==> src/rtl/rom_addr_sequencer.sv <==
// ---------------------------------------------------------------------------
// rom_addr_sequencer : programmable up/down ROM address walker (once/loop)
// Revision 1.0
// ---------------------------------------------------------------------------
`default_nettype none

module rom_addr_sequencer #(
  parameter int ADDR_W = 5
) (
  input  logic              clk,
  input  logic              rst,
  input  logic              start,
  input  logic              stop,
  input  logic              hold,
  input  logic              dir,
  input  logic              loop,
  input  logic [ADDR_W-1:0] start_addr,
  input  logic [ADDR_W-1:0] end_addr,
  output logic [ADDR_W-1:0] ADDRESS,
  output logic              addr_valid,
  output logic              busy,
  output logic              done,
  output logic              wrap
);

  localparam logic [0:0]        S_IDLE = 1'b0;
  localparam logic [0:0]        S_RUN  = 1'b1;
  localparam logic [ADDR_W-1:0] ONE    = ADDR_W'(1);

  logic [0:0]        state_q, state_d;
  logic [ADDR_W-1:0] addr_q, addr_d;
  logic              valid_q, valid_d;
  logic              busy_q, busy_d;
  logic              done_q, done_d;
  logic              wrap_q, wrap_d;
  logic [ADDR_W-1:0] start_cfg_q, start_cfg_d;
  logic [ADDR_W-1:0] end_cfg_q, end_cfg_d;
  logic              dir_cfg_q, dir_cfg_d;
  logic              loop_cfg_q, loop_cfg_d;

  logic              at_end;
  logic              launch;

  assign at_end = (addr_q == end_cfg_q);
  assign launch = start && !stop;

  always_ff @(posedge clk or posedge rst) begin
    if (rst) begin
      state_q     <= S_IDLE;
      addr_q      <= '0;
      valid_q     <= 1'b0;
      busy_q      <= 1'b0;
      done_q      <= 1'b0;
      wrap_q      <= 1'b0;
      start_cfg_q <= '0;
      end_cfg_q   <= '0;
      dir_cfg_q   <= 1'b0;
      loop_cfg_q  <= 1'b0;
    end else begin
      state_q     <= state_d;
      addr_q      <= addr_d;
      valid_q     <= valid_d;
      busy_q      <= busy_d;
      done_q      <= done_d;
      wrap_q      <= wrap_d;
      start_cfg_q <= start_cfg_d;
      end_cfg_q   <= end_cfg_d;
      dir_cfg_q   <= dir_cfg_d;
      loop_cfg_q  <= loop_cfg_d;
    end
  end

  always_comb begin
    state_d = state_q;
    case (state_q)
      S_IDLE: if (launch) state_d = S_RUN;
      S_RUN: begin
        if (stop)                        state_d = S_IDLE;
        else if (!hold && at_end && !loop_cfg_q) state_d = S_IDLE;
      end
      default: state_d = S_IDLE;
    endcase
  end

  // Registered outputs: next values are computed here and land one cycle later.
  always_comb begin
    addr_d      = addr_q;
    valid_d     = valid_q;
    busy_d      = busy_q;
    done_d      = 1'b0;
    wrap_d      = 1'b0;
    start_cfg_d = start_cfg_q;
    end_cfg_d   = end_cfg_q;
    dir_cfg_d   = dir_cfg_q;
    loop_cfg_d  = loop_cfg_q;
    case (state_q)
      S_IDLE: begin
        valid_d = 1'b0;
        busy_d  = 1'b0;
        if (launch) begin
          start_cfg_d = start_addr;
          end_cfg_d   = end_addr;
          dir_cfg_d   = dir;
          loop_cfg_d  = loop;
          addr_d      = start_addr;
          valid_d     = 1'b1;
          busy_d      = 1'b1;
        end
      end
      S_RUN: begin
        if (stop) begin
          valid_d = 1'b0;
          busy_d  = 1'b0;
        end else if (!hold) begin
          if (!at_end) begin
            addr_d = dir_cfg_q ? (addr_q - ONE) : (addr_q + ONE);
          end else if (loop_cfg_q) begin
            addr_d = start_cfg_q;
            wrap_d = 1'b1;
          end else begin
            valid_d = 1'b0;
            busy_d  = 1'b0;
            done_d  = 1'b1;
          end
        end
      end
      default: begin
        valid_d = 1'b0;
        busy_d  = 1'b0;
      end
    endcase
  end

  assign ADDRESS    = addr_q;
  assign addr_valid = valid_q;
  assign busy       = busy_q;
  assign done       = done_q;
  assign wrap       = wrap_q;

endmodule

`default_nettype wire

==> config.mk <==
export PLATFORM = sky130hd
export DESIGN_NAME = rom_addr_sequencer
export DESIGN_NICKNAME = d
export VERILOG_FILES = /design/src/rtl/rom_addr_sequencer.sv
export SDC_FILE = /design/constraint.sdc
export NUM_CORES = 1
export LEC_CHECK = 0
export ABC_AREA = 0
export ABC_CLOCK_PERIOD_IN_PS = 4600
export CAP_MARGIN = 20
export CELL_PAD_IN_SITES_DETAIL_PLACEMENT = 0
export CELL_PAD_IN_SITES_GLOBAL_PLACEMENT = 2
export CORE_UTILIZATION = 32
export DETAILED_ROUTE_END_ITERATION = 8
export PLACE_DENSITY_LB_ADDON = 0.2
export RECOVER_POWER = 100
export SLEW_MARGIN = 0
export SYNTH_ARGS = -nofsm -noshare
export SYNTH_HDL_FRONTEND = slang
export SYNTH_SLANG_ARGS = --single-unit
==> constraint.sdc <==
create_clock -name clk -period 4.6 [get_ports clk]
set_clock_uncertainty 0.2 [all_clocks]
set_input_delay 1.38 -clock clk [delete_from_list [all_inputs] [get_ports clk]]
set_output_delay 1.38 -clock clk [all_outputs]
set_load 0.005 [all_outputs]
# Yosys cells after proc, flatten, opt, wreduce, memory -nomap -nowiden
# Index checks and enable logic that the tools add are counted.
dict set report op_classes {
  bitwise_logic 1
  mux 26
  eq_ne 8
  n_reduce_logical 9
  add_sub_neg 2
}
# cell count
set op_table {}
lappend op_table {{2-to-1 mux 5 bit} 6}
lappend op_table {{2-to-1 mux 1 bit} 17}
lappend op_table {{case mux 5 bit (2 select lines)} 1}
lappend op_table {{inequality test 3 bit (second input constant)} 3}
lappend op_table {{inequality test 2 bit (second input constant)} 3}
lappend op_table {{adder 5 x 1 -> 5 bit (second input constant)} 1}
lappend op_table {{== test 5 bit} 1}
lappend op_table {{subtractor 5 x 1 -> 5 bit (second input constant)} 1}
lappend op_table {{case mux 1 bit (2 select lines)} 2}
lappend op_table {{AND reduction 4 bit} 1}
lappend op_table {{logical AND 1 bit} 3}
lappend op_table {{logical NOT 1 bit} 3}
lappend op_table {{inequality test 3 x 2 -> 1 bit (second input constant)} 1}
lappend op_table {{AND reduction 3 bit} 1}
lappend op_table {{AND reduction 2 bit} 1}
lappend op_table {{inverter 1 bit} 1}
dict set report totals {
  word_cells 55
  ff_bits 21
  output_inout_bits 9
  input_bits 17
}

# Longest topological paths before layout
dict set report logic_depth {
  word_depth 6
  ltp_mapped 8
  ltp_nobuf 6
}

# Worst setup path after synthesis
# No wires, ideal clock.
dict set report synth_timing {
  path_type {input -> register}
  from {in start}
  to {reg addr_q[4] (netlist: ADDRESS[4])}
  n_path_buf 0
  required_ns 4.274
  setup_time_ns 0.126
  setup_slack_ns 2.158
  path_stages 5
  arrival_ns 2.116
  path_cell_list {nor3b_4 > nor3_1 > a21oi_2 > a21boi_2 > a21oi_1}
}
dict set report synth_between {
  elab_chain_cells 3
}
# element line
set synth_lines {}
lappend synth_lines {{start, declared} 12} ;# input logic start,
lappend synth_lines {{logical AND 1 bit} 45} ;# assign launch = start && !stop;
lappend synth_lines {{inequality test 2 bit (no source line)} --}
lappend synth_lines {{AND reduction 4 bit (no source line)} --}
lappend synth_lines {{end signal, assigned} 61} ;# addr_q <= addr_d;
lappend synth_lines {{end, declared} 31} ;# logic [ADDR_W-1:0] addr_q, addr_d;
# Every way passes these cells.
# A chain may end at the register's enable or synchronous reset.

# Worst setup path in the final report
dict set report layout_timing {
  from {in stop}
  to {reg addr_q[4] (netlist: ADDRESS[4])}
}
dict set report layout_between {
  elab_chain_cells 4
  elab_cells_between_ends 5
  cone_classes {2 x eq/ne; 3 x reduce/logical}
}
# element line
set layout_lines {}
lappend layout_lines {{start, declared} 13} ;# input logic stop,
lappend layout_lines {{logical NOT 1 bit} 45}
lappend layout_lines {{logical AND 1 bit} 45}
lappend layout_lines {{inequality test 2 bit (no source line)} --}
lappend layout_lines {{AND reduction 4 bit (no source line) *} --}
# Every way passes the cells marked *; elsewhere a longest branch is shown, timed or not.

==> results.yml <==
run_status:
  status: "finished, final reports clean"
synth:
  syn_inst: 125
  ys_seq_elements: 21
  yosys-top-cells-area: "dfrtp_1 (44%), nand2_1 (12%), xnor2_1 (4.4%), a21oi_1 (3.3%), ha_1 (3.1%)"
  ys_async_sr_fraction_pct: 100.0
  synth-compound-area-share_pct: 13.78
  synth_cell_types: 40
  synth_top_area_share_pct: 43.84
  synth_edf_count: 0
  synth_most_common_cell: "nand2_1"
  yosysSeqAreaShare_pct: 43.84
  synth_top_area_cell: "dfrtp_1"
  synth_top_family_by_area: "simple AND/OR/NAND/NOR gates"
  synth-simple-area-share_pct: 23.28
  synth_area_sq_um: 1199
  ys.flop_type: "dfrtp_1"
  synth_fa_ha_area_share_pct: 4.802
  synth_mux_area_share_pct: 3.445
  synthXorXnorAreaFrac_pct: 7.203
  synth.avg_cell_area_sq_um: 9.589
  synth_warnings: 0
  syn_nets: 146
  synth_common_cells: "nand2_1 (37), dfrtp_1 (21), a21oi_1 (8)"
timing:
  max_freq_ghz: 0.2995
  fin_crit_ps: 3339
  fin_ws_ps: 1261
  maxSlewHeadroom_pct: 45.03
  period_share_pct: 72.58
  drv_slew: 0
  rsz0062_at_grt: "no"
  holdWs_ps: 283.0
  setup_tns_ps: 0
  finalHoldViolCount: 0
  finalSetupViolCount: 0
  tightest_slew_ps: 823.7
clock_network:
  clk_latency_ps: 260
  ctsHoldBuffers: 0
  cts_repair_resize_count: 0
  cts_buffer_depth: 2
  path_clk_slew_ps: 70
  root_buffer: "clkbuf_8"
  cts_tree: "built"
  htreeDepth: 1
  cts-buffers-inserted: 3
  postCtsSetupRepairBufs: 0
  clock-sinks: 21
global_route:
  grt_max_degree: 22
  antenna_found_initial: 0
  grt_first_pass_wirelength_um: 4540
  grt_pass1_vias: 898
  grt_usage_pct: 14.77
  grt_overflow: 0
placed_design:
  dpl_cell_area_sq_um: 1470
  dp_slack_ps: 1112
  dp.final_hpwl_um: 1849
  finalWeightedCongestion: 0.7206
  io_buffers: 25
critical_path:
  crit_required_ps: 4550
  arrival_ps: 3290
  r2r_start: "ADDRESS[0]$_DFFE_PP0P_"
  crit_fanout: 16
  worst_setup_path_start_kind: "primary input"
  crit_type: "in -> reg"
  end_kind: "flop"
  startpoint: "stop"
pwr:
  p_per_area_nw_per_um2: 418.8
  total_power_w: 0.0006261
  vdd_ir_drop_max_uv: 183.2
  p_leak_nw: 0.6826
floorplan:
  chipHeight_um: 63.20
  start_util_pct: 34.56
  die_w_um: 63.20
  die_area_sq_um: 3994
  fp.coreArea_sq_um: 3468
  rows: 21
  ioPinCount: 26
finish:
  drive_gt1_share_pct: 9.396
  multi_input_area_sq_um: 609.3
  nFillCells: 364
  nNetsFinal: 171
  insertedDiodeCount: 0
  final_area_sq_um: 1495
  seqCellArea_sq_um: 525.5
  synthToLayoutAreaGrowth_pct: 24.74
routing:
  drt-total-wl_um: 2524
  vias: 913
  wl_per_cell_um: 12.94
  drc: 0
  first_pass_iters: 4
  ant_nets: 0
  vias_per_cell: 4.682
  drt_iter0_drc: 34
min_path:
  hp-class: "reg -> reg"
  min_from: "start_cfg_q[1]$_DFFE_PP0P_"
run:
  cap_viol_max_count: 0
-- cell families (layout without fill, tap and decap cells) --
logic type | after synthesis | after routing
AND/OR/NAND/NOR | 57 | 57
AO/OA/AOI/OAI | 23 | 23
multiplexers | 4 | 4
XOR/XNOR | 9 | 9
buffers and inverters | 7 | 31
adder cells (fa/ha/maj) | 4 | 4
flip-flops | 21 | 21
-- layout by cell type, fill, tap and decap left out, drive strengths merged, types with 4 or more instances in the layout --
cell,netlist,layout
dlygate4sd3,0,12
nand2,37,37
xnor2,6,6
a21oi,9,9
nor2,6,6
clkbuf,0,4
clkdlybuf4s50,0,13
dfrtp,21,21
-- flip-flops by register name, summed over array words and instances, names as in the netlist --
| register | cells |
|---|---|
| wrap | 1 |
| start_cfg_q | 5 |
| done | 1 |
| dir_cfg_q | 1 |
| busy | 1 |
| loop_cfg_q | 1 |
| state_q | 1 |
| end_cfg_q | 5 |
| ADDRESS | 5 |
-- layout make-up --
cell class                      instances  share of cell area, %
Sequential cell                        21                  35.15
Tap cell                               46                  3.849
Inverter                                2                 0.5021
Clock buffer                            4                  3.013
Timing Repair Buffer                   25                  16.74
Multi-Input combinational cell         97                  40.75
-- worst paths after layout --
kind	end	cells after the start	slack [ps]
worst max-delay path	ADDRESS[4]$_DFFE_PP0P_	6	1260
worst min-delay path	start_cfg_q[1]$_DFFE_PP0P_	2	280
worst max register to register	ADDRESS[2]$_DFFE_PP0P_	5	2420
worst min register to register	start_cfg_q[1]$_DFFE_PP0P_	2	280
max in group asynchronous	end_cfg_q[2]$_DFFE_PP0P_	2	2170
min in group asynchronous	end_cfg_q[0]$_DFFE_PP0P_	2	1510
-- per-stage QoR --
step	util, %	std cells
finish	43.11	195
global route	43.11	195
CTS	43.69	195
detailed placement	42.39	191
global placement	42.39	191
floorplan	-	125
-- metal layers --
layer  global-route usage [%]  up-vias  routed length, um
met2                    22.72       14               1151
li1                         -      472                  -
met4                    5.966        0                 44
met1                    20.57      423               1255
met5                        0        -                  0
met3                    2.355        4                 72
-- worst max-delay path, cell delays in order --
cell           delay, ps
dlygate4sd3_1        640
nor3b_4              660
nor3_1               120
a21oi_2              220
a21boi_0             190
a21oi_1               80
-- where the power goes --
group | switching (W) | internal, W | leakage (nW)
sequential | 0.0000459 | 0.000219 | 0.261
clock | 0.0000621 | 0.0000618 | 0.0228
combinational | 0.000110 | 0.000127 | 0.399
total | 0.000218 | 0.000408 | 0.683
Note: power is estimated with default switching activity, not from simulation.
